[src/rtl/nec_ir_receiver_if.sv]
// IR receiver bus: raw IR line in, decoded frame and status pulses out.
// master = receiver side, slave = consumer/driver side.
interface nec_ir_receiver_if;
  logic        IRDA_RXD;
  logic [15:0] ADDR;
  logic [7:0]  CMD;
  logic        VALID;
  logic        REPEAT;
  logic        ERR;
  logic        BUSY;

  modport master (input IRDA_RXD, output ADDR, CMD, VALID, REPEAT, ERR, BUSY);
  modport slave  (output IRDA_RXD, input ADDR, CMD, VALID, REPEAT, ERR, BUSY);
endinterface

[src/rtl/nec_ir_receiver.sv]
// NEC IR frame decoder: synchroniser + glitch filter, one duration counter,
// and a pulse-width FSM that emits VALID / REPEAT / ERR one-cycle pulses.
module nec_ir_receiver #(
  parameter int CLK_HZ     = 50_000_000,
  parameter int TOL_PCT    = 25,
  parameter int GLITCH_CYC = 50,
  parameter bit EXTENDED   = 1'b0,
  parameter bit REPEAT_EN  = 1'b1
)(
  input logic                 CLOCK_50,
  input logic                 RESET,
  nec_ir_receiver_if.master   ir
);

  function automatic longint win_cyc(input longint us, input longint pct);
    return (us * pct * longint'(CLK_HZ)) / 100_000_000;
  endfunction

  localparam longint LO = 100 - TOL_PCT;
  localparam longint HI = 100 + TOL_PCT;

  localparam int LM_MIN = int'(win_cyc(9000, LO));
  localparam int LM_MAX = int'(win_cyc(9000, HI));
  localparam int FS_MIN = int'(win_cyc(4500, LO));
  localparam int FS_MAX = int'(win_cyc(4500, HI));
  localparam int RS_MIN = int'(win_cyc(2250, LO));
  localparam int RS_MAX = int'(win_cyc(2250, HI));
  // bit mark, zero space and stop mark all share the 560 us nominal
  localparam int SH_MIN = int'(win_cyc(560, LO));
  localparam int SH_MAX = int'(win_cyc(560, HI));
  localparam int OS_MIN = int'(win_cyc(1690, LO));
  localparam int OS_MAX = int'(win_cyc(1690, HI));

  localparam int SAT = LM_MAX + 1;
  localparam int CW  = $clog2(SAT + 1);
  localparam int GW  = $clog2(GLITCH_CYC + 1);

  localparam logic [CW-1:0] LM_LO = CW'(LM_MIN), LM_HI = CW'(LM_MAX);
  localparam logic [CW-1:0] FS_LO = CW'(FS_MIN), FS_HI = CW'(FS_MAX);
  localparam logic [CW-1:0] RS_LO = CW'(RS_MIN), RS_HI = CW'(RS_MAX);
  localparam logic [CW-1:0] SH_LO = CW'(SH_MIN), SH_HI = CW'(SH_MAX);
  localparam logic [CW-1:0] OS_LO = CW'(OS_MIN), OS_HI = CW'(OS_MAX);
  localparam logic [CW-1:0] SAT_C = CW'(SAT);
  localparam logic [GW-1:0] G_LAST = GW'(GLITCH_CYC - 1);

  function automatic logic in_win(input logic [CW-1:0] c, input logic [CW-1:0] lo,
                                  input logic [CW-1:0] hi);
    return (c >= lo) && (c <= hi);
  endfunction

  typedef enum logic [3:0] {
    IDLE, LEAD_MARK, LEAD_SPACE, BIT_MARK, BIT_SPACE,
    STOP_MARK, REP_STOP, CHECK, WAIT_IDLE
  } state_t;

  logic [1:0]    sync;
  logic          filt, filt_q;
  logic [GW-1:0] gcnt;
  logic [CW-1:0] cnt;
  logic          fall, rise;

  state_t        state;
  logic [31:0]   sr;
  logic [4:0]    bidx;
  logic          held;
  logic [15:0]   addr_q;
  logic [7:0]    cmd_q;
  logic          valid_q, rep_q, err_q;
  logic          frame_ok;

  // filtered line only moves after GLITCH_CYC consecutive disagreeing samples
  always_ff @(posedge CLOCK_50) begin
    if (RESET) begin
      sync   <= 2'b11;
      filt   <= 1'b1;
      filt_q <= 1'b1;
      gcnt   <= '0;
    end else begin
      sync   <= {sync[0], ir.IRDA_RXD};
      filt_q <= filt;
      if (sync[1] == filt) gcnt <= '0;
      else if (gcnt == G_LAST) begin
        filt <= sync[1];
        gcnt <= '0;
      end else gcnt <= gcnt + 1'b1;
    end
  end

  assign fall = filt_q & ~filt;
  assign rise = ~filt_q & filt;

  // on an edge cnt holds exactly the length of the level that just ended
  always_ff @(posedge CLOCK_50) begin
    if (RESET)             cnt <= '0;
    else if (fall || rise) cnt <= CW'(1);
    else if (cnt != SAT_C) cnt <= cnt + 1'b1;
  end

  assign frame_ok = (sr[31:24] == ~sr[23:16]) && (EXTENDED || (sr[15:8] == ~sr[7:0]));

  always_ff @(posedge CLOCK_50) begin
    if (RESET) begin
      state   <= IDLE;
      sr      <= '0;
      bidx    <= '0;
      held    <= 1'b0;
      addr_q  <= '0;
      cmd_q   <= '0;
      valid_q <= 1'b0;
      rep_q   <= 1'b0;
      err_q   <= 1'b0;
    end else begin
      valid_q <= 1'b0;
      rep_q   <= 1'b0;
      err_q   <= 1'b0;
      case (state)
        IDLE:       if (fall) state <= LEAD_MARK;
        // a bad leader is treated as noise, not a frame error
        LEAD_MARK:  if (rise) state <= in_win(cnt, LM_LO, LM_HI) ? LEAD_SPACE : IDLE;
                    else if (cnt > LM_HI) state <= IDLE;
        LEAD_SPACE: if (fall) begin
                      if (in_win(cnt, FS_LO, FS_HI)) begin
                        state <= BIT_MARK;
                        bidx  <= '0;
                      end else if (in_win(cnt, RS_LO, RS_HI)) state <= REP_STOP;
                      else begin err_q <= 1'b1; held <= 1'b0; state <= WAIT_IDLE; end
                    end else if (cnt > FS_HI) begin
                      err_q <= 1'b1; held <= 1'b0; state <= WAIT_IDLE;
                    end
        BIT_MARK:   if (rise) begin
                      if (in_win(cnt, SH_LO, SH_HI)) state <= BIT_SPACE;
                      else begin err_q <= 1'b1; held <= 1'b0; state <= WAIT_IDLE; end
                    end else if (cnt > SH_HI) begin
                      err_q <= 1'b1; held <= 1'b0; state <= WAIT_IDLE;
                    end
        BIT_SPACE:  if (fall) begin
                      if (in_win(cnt, SH_LO, SH_HI) || in_win(cnt, OS_LO, OS_HI)) begin
                        sr    <= {in_win(cnt, OS_LO, OS_HI), sr[31:1]};
                        bidx  <= bidx + 1'b1;
                        state <= (bidx == 5'd31) ? STOP_MARK : BIT_MARK;
                      end else begin err_q <= 1'b1; held <= 1'b0; state <= WAIT_IDLE; end
                    end else if (cnt > OS_HI) begin
                      err_q <= 1'b1; held <= 1'b0; state <= WAIT_IDLE;
                    end
        // decision is taken on the stop edge so VALID/ERR show up during CHECK
        STOP_MARK:  if (rise) begin
                      if (in_win(cnt, SH_LO, SH_HI) && frame_ok) begin
                        valid_q <= 1'b1;
                        held    <= 1'b1;
                        addr_q  <= sr[15:0];
                        cmd_q   <= sr[23:16];
                      end else begin
                        err_q <= 1'b1;
                        held  <= 1'b0;
                      end
                      state <= CHECK;
                    end else if (cnt > SH_HI) begin
                      err_q <= 1'b1; held <= 1'b0; state <= WAIT_IDLE;
                    end
        CHECK:      state <= err_q ? WAIT_IDLE : IDLE;
        REP_STOP:   if (rise) begin
                      if (in_win(cnt, SH_LO, SH_HI) && REPEAT_EN && held) begin
                        rep_q <= 1'b1;
                        state <= IDLE;
                      end else begin err_q <= 1'b1; held <= 1'b0; state <= WAIT_IDLE; end
                    end else if (cnt > SH_HI) begin
                      err_q <= 1'b1; held <= 1'b0; state <= WAIT_IDLE;
                    end
        WAIT_IDLE:  if (filt && cnt >= FS_HI) state <= IDLE;
        default:    state <= IDLE;
      endcase
    end
  end

  assign ir.ADDR   = addr_q;
  assign ir.CMD    = cmd_q;
  assign ir.VALID  = valid_q;
  assign ir.REPEAT = rep_q;
  assign ir.ERR    = err_q;
  assign ir.BUSY   = (state != IDLE);

endmodule

[src/flat_wrapper.sv]
// flat-port wrapper written by rule: the top's interface ports become plain ports
module nec_ir_receiver_flat 
#(
  parameter int CLK_HZ     = 50_000_000,
  parameter int TOL_PCT    = 25,
  parameter int GLITCH_CYC = 50,
  parameter bit EXTENDED   = 1'b0,
  parameter bit REPEAT_EN  = 1'b1
)
  (CLOCK_50, RESET, ir_IRDA_RXD, ir_ADDR, ir_CMD, ir_VALID, ir_REPEAT, ir_ERR, ir_BUSY);
  nec_ir_receiver_if ir_i ();
  input logic CLOCK_50;
  input logic RESET;
  input wire logic [$bits(ir_i.IRDA_RXD)-1:0] ir_IRDA_RXD;
  output wire logic [$bits(ir_i.ADDR)-1:0] ir_ADDR;
  output wire logic [$bits(ir_i.CMD)-1:0] ir_CMD;
  output wire logic [$bits(ir_i.VALID)-1:0] ir_VALID;
  output wire logic [$bits(ir_i.REPEAT)-1:0] ir_REPEAT;
  output wire logic [$bits(ir_i.ERR)-1:0] ir_ERR;
  output wire logic [$bits(ir_i.BUSY)-1:0] ir_BUSY;
  assign ir_i.IRDA_RXD = ir_IRDA_RXD;
  assign ir_ADDR = ir_i.ADDR;
  assign ir_CMD = ir_i.CMD;
  assign ir_VALID = ir_i.VALID;
  assign ir_REPEAT = ir_i.REPEAT;
  assign ir_ERR = ir_i.ERR;
  assign ir_BUSY = ir_i.BUSY;
  nec_ir_receiver #(.CLK_HZ(CLK_HZ), .TOL_PCT(TOL_PCT), .GLITCH_CYC(GLITCH_CYC), .EXTENDED(EXTENDED), .REPEAT_EN(REPEAT_EN)) u_core (.CLOCK_50(CLOCK_50), .RESET(RESET), .ir(ir_i));
endmodule
[config.mk]
export PLATFORM = sky130hd
export DESIGN_NAME = nec_ir_receiver_flat
export DESIGN_NICKNAME = d
export VERILOG_FILES = /design/src/rtl/nec_ir_receiver_if.sv /design/src/rtl/nec_ir_receiver.sv /design/src/flat_wrapper.sv
export SDC_FILE = /design/constraint.sdc
export NUM_CORES = 1
export LEC_CHECK = 0
export ABC_AREA = 1
export CORE_MARGIN = 4
export CORE_UTILIZATION = 45
export CTS_CLUSTER_DIAMETER = 200
export CTS_CLUSTER_SIZE = 20
export DETAILED_ROUTE_END_ITERATION = 12
export GPL_ROUTABILITY_DRIVEN = 0
export REMOVE_ABC_BUFFERS = 1
export SETUP_SLACK_MARGIN = 0.1
export SKIP_CTS_REPAIR_TIMING = 1
export SYNTH_ARGS = -nofsm -noshare
export SYNTH_HDL_FRONTEND = slang
export SYNTH_SLANG_ARGS = --single-unit
[constraint.sdc]
create_clock -name CLOCK_50 -period 2.5 [get_ports CLOCK_50]
set_input_delay 0.5 -clock CLOCK_50 [delete_from_list [all_inputs] [get_ports CLOCK_50]]
set_output_delay 0.5 -clock CLOCK_50 [all_outputs]
set_load 0.05 [all_outputs]
-- Word level (Yosys, flattened, before mapping)
Cells that the tools add are included.
- add/sub/neg operators: 3
- $lt $le $gt $ge: 15
- equal/unequal tests: 28
- mux-type cells: 59
- bitwise logic cells: 10
- reductions and logical operators: 26
- operators by type and width (operator ; count):
    $mux W4 ; 18
    $ge A20 B19 Y1 const B ; 2
    $pmux W4 S9 ; 1
    $mux W1 ; 31
    $add A20 B1 Y20 const B ; 1
    $ge A20 B15 Y1 const B ; 1
    $ge A20 B16 Y1 const B ; 1
    $ge A20 B17 Y1 const B ; 1
    $ge A20 B18 Y1 const B ; 1
    $gt A20 B16 Y1 const B ; 1
    $gt A20 B17 Y1 const B ; 1
    $gt A20 B19 Y1 const B ; 1
    $gt A20 B20 Y1 const B ; 1
    $le A20 B16 Y1 const B ; 1
    $le A20 B17 Y1 const B ; 1
    $le A20 B18 Y1 const B ; 1
    $le A20 B19 Y1 const B ; 1
    $le A20 B20 Y1 const B ; 1
    $mux W5 ; 4
    $ne A20 B20 Y1 const B ; 1
    $eq A4 B3 Y1 const B ; 4
    $eq A8 B8 Y1 ; 2
    $not A8 Y8 ; 2
    $ne A3 B3 Y1 const B ; 5
    other kinds (28) ; 57
- register bits: 99
- input bits: 3
- output and inout port bits: 28
- word-level logic and storage cells: 156

-- Logic depth before layout (Yosys ltp)
Gate-level depths: netlist (run 1).
- depth after elaboration: 7
- depth in mapped cells: 17
- gate-level depth less buffers: 15

-- Worst setup path before layout (run 1)
No wires, ideal clock.
- path kind: reg2reg
- start: register u_core.cnt[16]
- end: register u_core.held
- library setup time: 0.115 ns
- data arrival time: 1.752 ns
- required time: 2.385 ns
- setup slack: 0.633 ns
- stages on the path, launching flop included: 17
- path buffers: 2
- clock period less this slack: 1.867 ns
- cell sequence: dfxtp_1 -> buf_4 -> nor2_1 -> nand2_1 -> nor2_1 -> nand3_1 -> nand3_2 -> nand2_2 -> nand2_2 -> nand2_2 -> nand2_4 -> nor2_8 -> buf_6 -> nor2_2 -> nand3_2 -> nand2_1 -> nor2_1
- cells in the longest elaborated chain, start to end: 6
- elaborated cells on any way between the ends: 32
- classes of those cells: order compare: 11; eq/ne: 7; mux: 6; reduce/logical: 8
- RTL lines (what ; line ; RTL):
    start: declaration ; nec_ir_receiver.sv:59 ; logic [CW-1:0] cnt;
    start signal: assignment ; nec_ir_receiver.sv:96 ; else if (cnt != SAT_C) cnt <= cnt + 1'b1;
    $ge A20 B15 Y1 or $le A20 B16 Y1 (tied branches) ; nec_ir_receiver.sv:48 ; return (c >= lo) && (c <= hi);
    $logic_and A1 B1 Y1 ; nec_ir_receiver.sv:48 ;
    $logic_and A1 B1 Y1 ; nec_ir_receiver.sv:147 ; if (in_win(cnt, SH_LO, SH_HI) && frame_ok) begin
    $mux W1 ; nec_ir_receiver.sv:147 ;
    $mux W1 ; nec_ir_receiver.sv:146 ; STOP_MARK: if (rise) begin
    $pmux W1 S5 ; nec_ir_receiver.sv:116 ; case (state)
    end signal: assignment ; nec_ir_receiver.sv:143 ; err_q <= 1'b1; held <= 1'b0; state <= WAIT_IDLE;
    end signal: assignment ; nec_ir_receiver.sv:149 ; held <= 1'b1;
    end signal: assignment ; nec_ir_receiver.sv:154 ; held <= 1'b0;
    end: declaration ; nec_ir_receiver.sv:65 ; logic held;
Several ways; a longest one is shown, not always the timed one.
A chain may end at the register's enable or synchronous reset.

-- Final worst setup path (run 1)
- start: register u_core.cnt[7]
- end: register u_core.sr[15]
- cells in the longest elaborated chain, start to end: 4
- elaborated cells on any way between the ends: 8
- classes of those cells: order compare: 4; reduce/logical: 4
- RTL lines (what ; line ; RTL):
    $ge A20 B15 Y1 (tied with other cells) ; nec_ir_receiver.sv:48 ;
    $logic_and A1 B1 Y1 ; nec_ir_receiver.sv:48 ;
    $logic_or A1 B1 Y1 * ; nec_ir_receiver.sv:137 ; if (in_win(cnt, SH_LO, SH_HI) || in_win(cnt, OS_LO, OS_HI)) begin
    $reduce_and A3 Y1 (no source line) * ; - ;
    end signal: assignment ; nec_ir_receiver.sv:138 ; sr <= {in_win(cnt, OS_LO, OS_HI), sr[31:1]};
    end: declaration ; nec_ir_receiver.sv:63 ; logic [31:0] sr;
Mark *: on every way between the ends. The rest lies on a longest branch, timed or not.

==> results of run 1 <==
cells by family after synthesis:
logic type / after synthesis / share of synthesized area, %
compound gates: 159 / 15.34
simple gates: 423 / 34.24
flops: 99 / 36.47
xor+xnor: 15 / 2.418
buf+inv: 122 / 9.464
fa+ha+maj: 9 / 2.072
cell usage after synthesis (2+ instances only):
cell and count:
nand2_2 4, o22ai_1 2, o21bai_1 3, nand2_1 134, nor3_1 21, o21ai_0 80
inv_2 5, buf_4 4, a21oi_1 54, o21ai_1 11, clkbuf_2 2, or2_2 2
a31oi_1 3, inv_1 88, nand4_1 15, xnor2_1 8, clkbuf_1 7, dfxtp_1 99
buf_6 3, ha_1 9, nand3_2 4, nor4_1 2, buf_2 11, nor3b_1 10
nand3_1 50, nor2_2 6, xor2_1 7, nor2_1 167
worst paths after layout:
| kind | startpoint | endpoint | slack [ns] | cells after the start |
|---|---|---|---|---|
| max | u_core.cnt[7] | u_core.sr[15] | 0.32 | 13 |
| min | u_core.sync[0] | u_core.sync[1] | 0.41 | 1 |
| max reg2reg | u_core.cnt[7] | u_core.sr[15] | 0.32 | 13 |
| min reg2reg | u_core.sync[0] | u_core.sync[1] | 0.41 | 1 |
layer usage:
metal | vias to the layer above | part of all wire [%]
met5 | - | 0
met2 | 211 | 42
met1 | 2394 | 49
met3 | 31 | 7.2
li1 | 2749 | -
met4 | 0 | 2.3
state kept, by name (all words and copies together) (netlist names):
signal            flops
u_core.filt_q         1
u_core.sync           2
u_core.held           1
u_core.filt           1
u_core.ir.ADDR       16
u_core.ir.REPEAT      1
u_core.ir.ERR         1
u_core.gcnt           6
u_core.state          4
u_core.cnt           20
u_core.ir.CMD         8
u_core.ir.VALID       1
u_core.sr            32
u_core.bidx           5
power by group:
group          leakage [nW]  switching, mW  internal, mW  total (mW)
combinational          1.77         0.0624        0.0306      0.0930
sequential            0.801        0.00737          1.58        1.59
clock                 0.149          0.672         0.794        1.47
critical path: cells and delay by family (launching register included):
| kind | cells | cell delay [ns] |
|---|---|---|
| buf+inv | 2 | 0.33 |
| simple gates | 9 | 1.12 |
| flops | 1 | 0.41 |
| compound gates | 2 | 0.24 |
metrics by stage:
| stage | cell area (sq um) | setup slack [ns] | hold WS, ns | util, % |
|---|---|---|---|---|
| after floorplan | 5279 | 0.4199 | 0.3895 | - |
| after global placement | 5848 | 0.2362 | 0.3934 | 50.36 |
| after detailed placement | 5848 | 0.1752 | 0.3976 | 50.36 |
| after CTS | 6157 | 0.07509 | 0.4150 | 53.02 |
| after global routing | 6186 | 0.08952 | 0.4445 | 53.26 |
| final | 6186 | 0.3236 | 0.4143 | 53.26 |
cell type report:
cell class              instances  area, sq um
clock buffers                   9        225.2
clock inverters                 7        83.83
fillers                      1194         5428
inverters                      95        359.1
multi-input cells             606         2950
flip-flops and latches         99         1988
well taps                     143        178.9
repair buffers                 42        400.4
==> results.sh, run 1 <==
export IMPL_grt_max_degree=63
export IMPL_drt_pass1_iter_count=6
export IMPL_cts_buffers=9
export IMPL_gr_usage_all_layers_pct=20.17
export IMPL_top_usage_layer="met2"
export IMPL_die_h_um=117.9
export IMPL_fin_skew_ns=0.01020
export IMPL_dieWidth_um=117.9
export IMPL_min_period_over_period_pct=87.06
export IMPL_cellPowerDensity_nw_per_um2=509.2
export IMPL_rsz0062_at_grt="true"
export IMPL_hold_viol=0
export IMPL_post_route_min_period_ns=2.176
export IMPL_maxCapViolations=0
export IMPL_finalPower_mw=3.150
export IMPL_synth_async_reset_ratio_pct=0
export IMPL_crit_chain="inv_2, nor2_4, nand2_1, nor2_2, nand4_1, nand2_2, nand2_2, nand2_2, nand2_4, nor2_8, buf_6, o21ai_0, a21oi_1"
export IMPL_synth_cell_types=44
export IMPL_use_met1_pct=28.36
export IMPL_stdcell_count=1001
export IMPL_root_buffer="clkbuf_16"
export IMPL_cp_required_ns=2.79
export IMPL_cts_tree="done"
export IMPL_slew_viol_final=0
export IMPL_clk_latency_ns=0.36
export IMPL_wl_per_cell_um=13.87
export IMPL_clkTransAtPathRegs_ns=0.07
export IMPL_grt_pass1_wl_um=23560
export IMPL_grt_overflow=0
export IMPL_grt_pass1_vias=4975
export IMPL_placed_cells=985
export IMPL_synth_top_cell_by_area="dfxtp_1"
export IMPL_nets=865
export IMPL_route_detailed_drc=0
export IMPL_via_count=5385
export IMPL_dpl_hpwl_um=10340
export IMPL_timing_fmax_ghz=0.4595
export IMPL_clockBufferDepth=2
export IMPL_cts_sinks=99
export IMPL_crit_path_top_delay_cell="dfxtp_2"
export IMPL_synth_area_leaders="dfxtp_1, nor2_1, nand2_1, o21ai_0, inv_1"
export IMPL_hp_class="reg2reg"
export IMPL_routed_via_density=5.380
export IMPL_synth_area_sq_um=5434
export IMPL_postRouteAntennaNets=0
export IMPL_yosysWarnings=0
export IMPL_path_common_cell="nand2_2"
export IMPL_peakVddDrop_mv=0.4103
export IMPL_path_class="reg2reg"
export IMPL_yosysTopAreaCellShare_pct=36.47
export IMPL_end_kind="flop"
export IMPL_met2_usage_pct=29.93
export IMPL_netlist_instances=827
export IMPL_routed_wl_um=13890
export IMPL_cp_arrival_ns=2.46
export IMPL_p_leak_nw=2.715
export IMPL_slew_headroom_pct=64.86
export IMPL_setup_tns_final_ns=0
export IMPL_crit_path_max_incr_delay_ns=0.41
export IMPL_ios=31
export IMPL_tightest_slew_ns=0.5270
export IMPL_port_buffer_count=30
export IMPL_syn2layout_area_growth_pct=13.84
export IMPL_synth_edff_count=0
export IMPL_status="complete, no violations"
export IMPL_drt_iter0_markers=448
export IMPL_cp_start_kind="flop"
export IMPL_final_cell_mix="nor2_1, nand2_1, dfxtp_1, inv_1, o21ai_0"
export IMPL_die_area_sq_um=13900
export IMPL_synth_seq_area_share_pct=36.47
export IMPL_start_util_pct=46.79
export IMPL_core_area_sq_um=11610
export IMPL_synth_ff_type="dfxtp_1"
export IMPL_synth_seq_cells=99
export IMPL_path_max_fanout=23
export IMPL_num_rows=39
export IMPL_diodes=0
export IMPL_layout_cells_most_common="nor2_1"
export IMPL_h_tree_depth=3
export IMPL_met3_usage_pct=4.709
export IMPL_setup_viol=0
export IMPL_drive_gt1_share_pct=7.226
export IMPL_antenna_found_initial=0
export IMPL_avgSynthCellArea_sq_um=6.571
No activity file was read; power rests on OpenSTA's default activity.
==> inputs of run 2 (changes only) <==
Settings changed: GPL_TIMING_DRIVEN set to 0.
==> results.sh, run 2 (same netlist as run 1, synthesis figures left out) <==
export IMPL_status="complete, no violations"
export IMPL_cp_required_ns=2.74
export IMPL_regMostFlops="u_core.sr"
export IMPL_diodes=0
export IMPL_nets=863
export IMPL_final_cell_mix="nor2_1, nand2_1, inv_1, dfxtp_1, o21ai_0"
export IMPL_start_util_pct=46.79
export IMPL_fill_cells=1190
export IMPL_dpl_hpwl_um=9716
export IMPL_regArea_sq_um=2002
export IMPL_slew_headroom_pct=52.39
export IMPL_maxCapViolations=0
export IMPL_drt_iter0_markers=549
export IMPL_num_rows=39
export IMPL_ios=31
export IMPL_p_leak_nw=2.717
export IMPL_hold_viol=0
export IMPL_wl_per_cell_um=14.70
export IMPL_largest_reg_flops=32
export IMPL_clk_latency_ns=0.35
export IMPL_drt_pass1_iter_count=6
export IMPL_routed_via_density=5.467
export IMPL_gr_usage_all_layers_pct=19.52
export IMPL_antenna_found_initial=0
export IMPL_dieWidth_um=117.9
export IMPL_cts_tree="done"
export IMPL_peakVddDrop_mv=0.3744
export IMPL_multi_input_area_sq_um=3070
export IMPL_syn2layout_area_growth_pct=14.90
export IMPL_setup_tns_final_ns=0
export IMPL_cp_start_kind="flop"
export IMPL_hp_class="reg2reg"
export IMPL_port_buffer_count=30
export IMPL_min_period_over_period_pct=90.04
export IMPL_path_class="reg2reg"
export IMPL_finalPower_mw=3.034
export IMPL_cts_sinks=99
export IMPL_die_area_sq_um=13900
export IMPL_root_buffer="clkbuf_16"
export IMPL_post_route_min_period_ns=2.251
export IMPL_grt_pass1_wl_um=22740
export IMPL_path_max_fanout=19
export IMPL_slew_viol_final=0
export IMPL_tightest_slew_ns=0.7087
export IMPL_routed_wl_um=14680
export IMPL_core_area_sq_um=11610
export IMPL_clkTransAtPathRegs_ns=0.07
export IMPL_timing_fmax_ghz=0.4442
export IMPL_h_tree_depth=3
export IMPL_via_count=5462
export IMPL_end_kind="flop"
export IMPL_route_detailed_drc=0
export IMPL_cellPowerDensity_nw_per_um2=485.9
export IMPL_grt_overflow=0
export IMPL_postRouteAntennaNets=0
export IMPL_drive_gt1_share_pct=9.346
export IMPL_holdWs_ns=0.4128
export IMPL_layout_cells_most_common="nor2_1"
export IMPL_cts_buffers=9
export IMPL_cp_arrival_ns=2.49
export IMPL_clockBufferDepth=2
export IMPL_grt_pass1_vias=4806
export IMPL_rsz0062_at_grt="false"
export IMPL_grt_max_degree=65
export IMPL_die_h_um=117.9
export IMPL_fin_skew_ns=0.004052
export IMPL_setup_viol=0
## run 2: cell types whose count changed in the layout (fill, tap and decap cells not counted), moves of 3 or more
cell	delta
inv_1	-3
nor2_1	-4
inv_2	+3
dfxtp_1	-9
dfxtp_2	+8
buf_4	-6
nor2_4	+6
## run 2: final timing paths
check,to,slack (ns),depth (start not counted),start
worst max-delay path,u_core.sr[8],0.25,14,u_core.cnt[0]
worst min register to register,u_core.sync[1],0.41,1,u_core.sync[0]
worst max register to register,u_core.sr[8],0.25,14,u_core.cnt[0]
worst min-delay path,u_core.sync[1],0.41,1,u_core.sync[0]
## run 2: metrics by stage
stage	setup slack, ns	instance area [sq um]	std cells	utilization [%]
floorplan	0.4199	5279	800	-
global placement	-0.9725	5758	973	49.58
detailed placement	-0.6068	5759	973	49.59
finish	0.2489	6243	999	53.76
global route	0.08447	6243	999	53.76
CTS	-0.4084	6041	989	52.01
## run 2: report_power, final
part           internal (mW)  switching [mW]
Sequential              1.58         0.00836
Clock                  0.733           0.619
Combinational         0.0277          0.0621
Total                   2.34           0.690
## run 2: final cells by class
| class | count | area share [%] |
|---|---|---|
| clock buffer | 13 | 4.168 |
| clock inverter | 3 | 0.3407 |
| inverter | 95 | 5.872 |
| multi-input combinational | 611 | 49.18 |
| sequential | 99 | 32.06 |
| tap | 143 | 2.866 |
| timing repair buffer | 35 | 5.511 |
## run 2: layer usage
| metal | part of all wire (%) | vias up | track usage, % |
|---|---|---|---|
| met4 | 2.1 | 0 | 6.447 |
| met3 | 6.4 | 30 | 4.133 |
| met5 | 0 | - | 0 |
| met1 | 49 | 2499 | 27.39 |
| met2 | 43 | 187 | 29.79 |
| li1 | - | 2746 | - |
## run 2: critical path, cell delays in order, from the launching register on
cell and delay, ns:
dfxtp_2 0.36, ha_2 0.19, inv_1 0.07, nor2_4 0.15, nor2_1 0.07, o21ai_1 0.22, nand2_1 0.07, nand2_1 0.09
nand2_1 0.09, nand2_2 0.09, nand2_4 0.13, nor2_8 0.26, inv_6 0.12, o21ai_0 0.17, a21oi_1 0.06
==> inputs of run 3 (changes only) <==
Settings changed: PLACE_DENSITY_LB_ADDON set to 0.05.
Clock period 2.5 ns to 2.9 ns, I/O delays scaled along.
==> results.sh, run 3 (same netlist as run 1, synthesis figures left out) <==
export IMPL_slew_viol_final=0
export IMPL_h_tree_depth=3
export IMPL_regMostFlops="u_core.sr"
export IMPL_tightest_slew_ns=0.7750
export IMPL_via_count=5323
export IMPL_antenna_found_initial=0
export IMPL_met3_usage_pct=3.988
export IMPL_largest_reg_flops=32
export IMPL_min_period_over_period_pct=91.04
export IMPL_fin_skew_ns=0.007880
export IMPL_die_area_sq_um=13900
export IMPL_diodes=0
export IMPL_post_route_util_pct=52.57
export IMPL_grt_pass1_vias=4762
export IMPL_drt_iter0_markers=455
export IMPL_path_class="reg2reg"
export IMPL_end_kind="flop"
export IMPL_clk_latency_ns=0.36
export IMPL_syn2layout_area_growth_pct=12.36
export IMPL_top_usage_layer="met2"
export IMPL_peakVddDrop_mv=0.4810
export IMPL_routed_wl_um=13910
export IMPL_grt_overflow=0
export IMPL_gr_usage_all_layers_pct=19.56
export IMPL_cts_sinks=99
export IMPL_clockBufferDepth=2
export IMPL_dpl_hpwl_um=9650
export IMPL_cp_arrival_ns=2.89
export IMPL_timing_fmax_ghz=0.3788
export IMPL_status="complete, no violations"
export IMPL_drive_gt1_share_pct=5.425
export IMPL_post_route_min_period_ns=2.640
export IMPL_hold_viol=0
export IMPL_min_from="u_core.sync[0]"
export IMPL_setup_viol=0
export IMPL_clkTransAtPathRegs_ns=0.07
export IMPL_dp_slack_ns=-0.2612
export IMPL_final_cell_mix="nor2_1, nand2_1, dfxtp_1, inv_1, o21ai_0"
export IMPL_regArea_sq_um=1982
export IMPL_crit_path_start="u_core.cnt[9]"
export IMPL_die_h_um=117.9
export IMPL_slew_headroom_pct=48.05
export IMPL_multi_input_area_sq_um=2975
export IMPL_dieWidth_um=117.9
export IMPL_hp_class="reg2reg"
export IMPL_holdWs_ns=0.4173
export IMPL_layout_cells_most_common="nor2_1"
export IMPL_final_area_sq_um=6106
export IMPL_reg2reg_from="u_core.cnt[9]"
export IMPL_cp_start_kind="flop"
export IMPL_grt_max_degree=65
export IMPL_postRouteAntennaNets=0
export IMPL_fill_cells=1195
export IMPL_cts_buffers=9
export IMPL_p_leak_nw=2.652
export IMPL_grt_pass1_wl_um=22910
export IMPL_met2_usage_pct=29.00
export IMPL_use_met1_pct=28.30
export IMPL_rsz0062_at_grt="true"
export IMPL_drt_pass1_iter_count=6
export IMPL_ios=31
export IMPL_num_rows=39
export IMPL_path_max_fanout=25
export IMPL_nets=855
export IMPL_port_buffer_count=30
export IMPL_core_area_sq_um=11610
export IMPL_routed_via_density=5.371
export IMPL_setup_tns_final_ns=0
export IMPL_route_detailed_drc=0
export IMPL_wl_per_cell_um=14.03
export IMPL_start_util_pct=46.79
export IMPL_fin_ws_ns=0.2598
export IMPL_root_buffer="clkbuf_16"
export IMPL_cp_required_ns=3.15
export IMPL_cellPowerDensity_nw_per_um2=444.6
export IMPL_placed_area_sq_um=5759
export IMPL_cts_tree="done"
export IMPL_maxCapViolations=0
[run 3: power breakdown]
group          total, mW  switching [mW]  internal, mW  leakage [nW]
Clock               1.27           0.583         0.685         0.149
Sequential          1.37         0.00623          1.36         0.798
Combinational     0.0761          0.0528        0.0232          1.71
[run 3: path summary, 6_finish.rpt]
| kind | slack [ns] | endpoint | depth (start not counted) |
|---|---|---|---|
| worst max-delay path | 0.26 | u_core.sr[23] | 13 |
| worst min-delay path | 0.42 | u_core.sync[1] | 1 |
| worst min register to register | 0.42 | u_core.sync[1] | 1 |
| worst max register to register | 0.26 | u_core.sr[23] | 13 |
[run 3: layer usage]
layer  vias up  routed length, um
met1      2398               6947
met5         -                  0
met3        21                849
li1       2728                  -
met2       176               5839
met4         0                271
[run 3: critical path, stage by stage (launching register included)]
cell and delay (ns):
dfxtp_1 0.55, nand2_1 0.25, nor2_1 0.19, nand2_1 0.07
o21ai_1 0.18, nand2_1 0.07, nand2_1 0.09, nand2_1 0.09
nand2_2 0.09, nand2_4 0.10, nor2_8 0.35, inv_4 0.17
o21ai_0 0.22, a21oi_1 0.06
[run 3: cell type report]
class,instances,area share (%)
multi-input combinational,608,48.73
sequential,99,32.46
inverter,95,5.902
timing repair buffer,30,4.918
clock buffer,9,3.689
tap,143,2.930
clock inverter,7,1.373
[run 3: per-stage QoR]
stage	power, mW	instances
floorplan	1.452	800
global placement	1.477	973
detailed placement	1.478	973
CTS	2.754	989
global route	2.812	991
finish	2.715	991
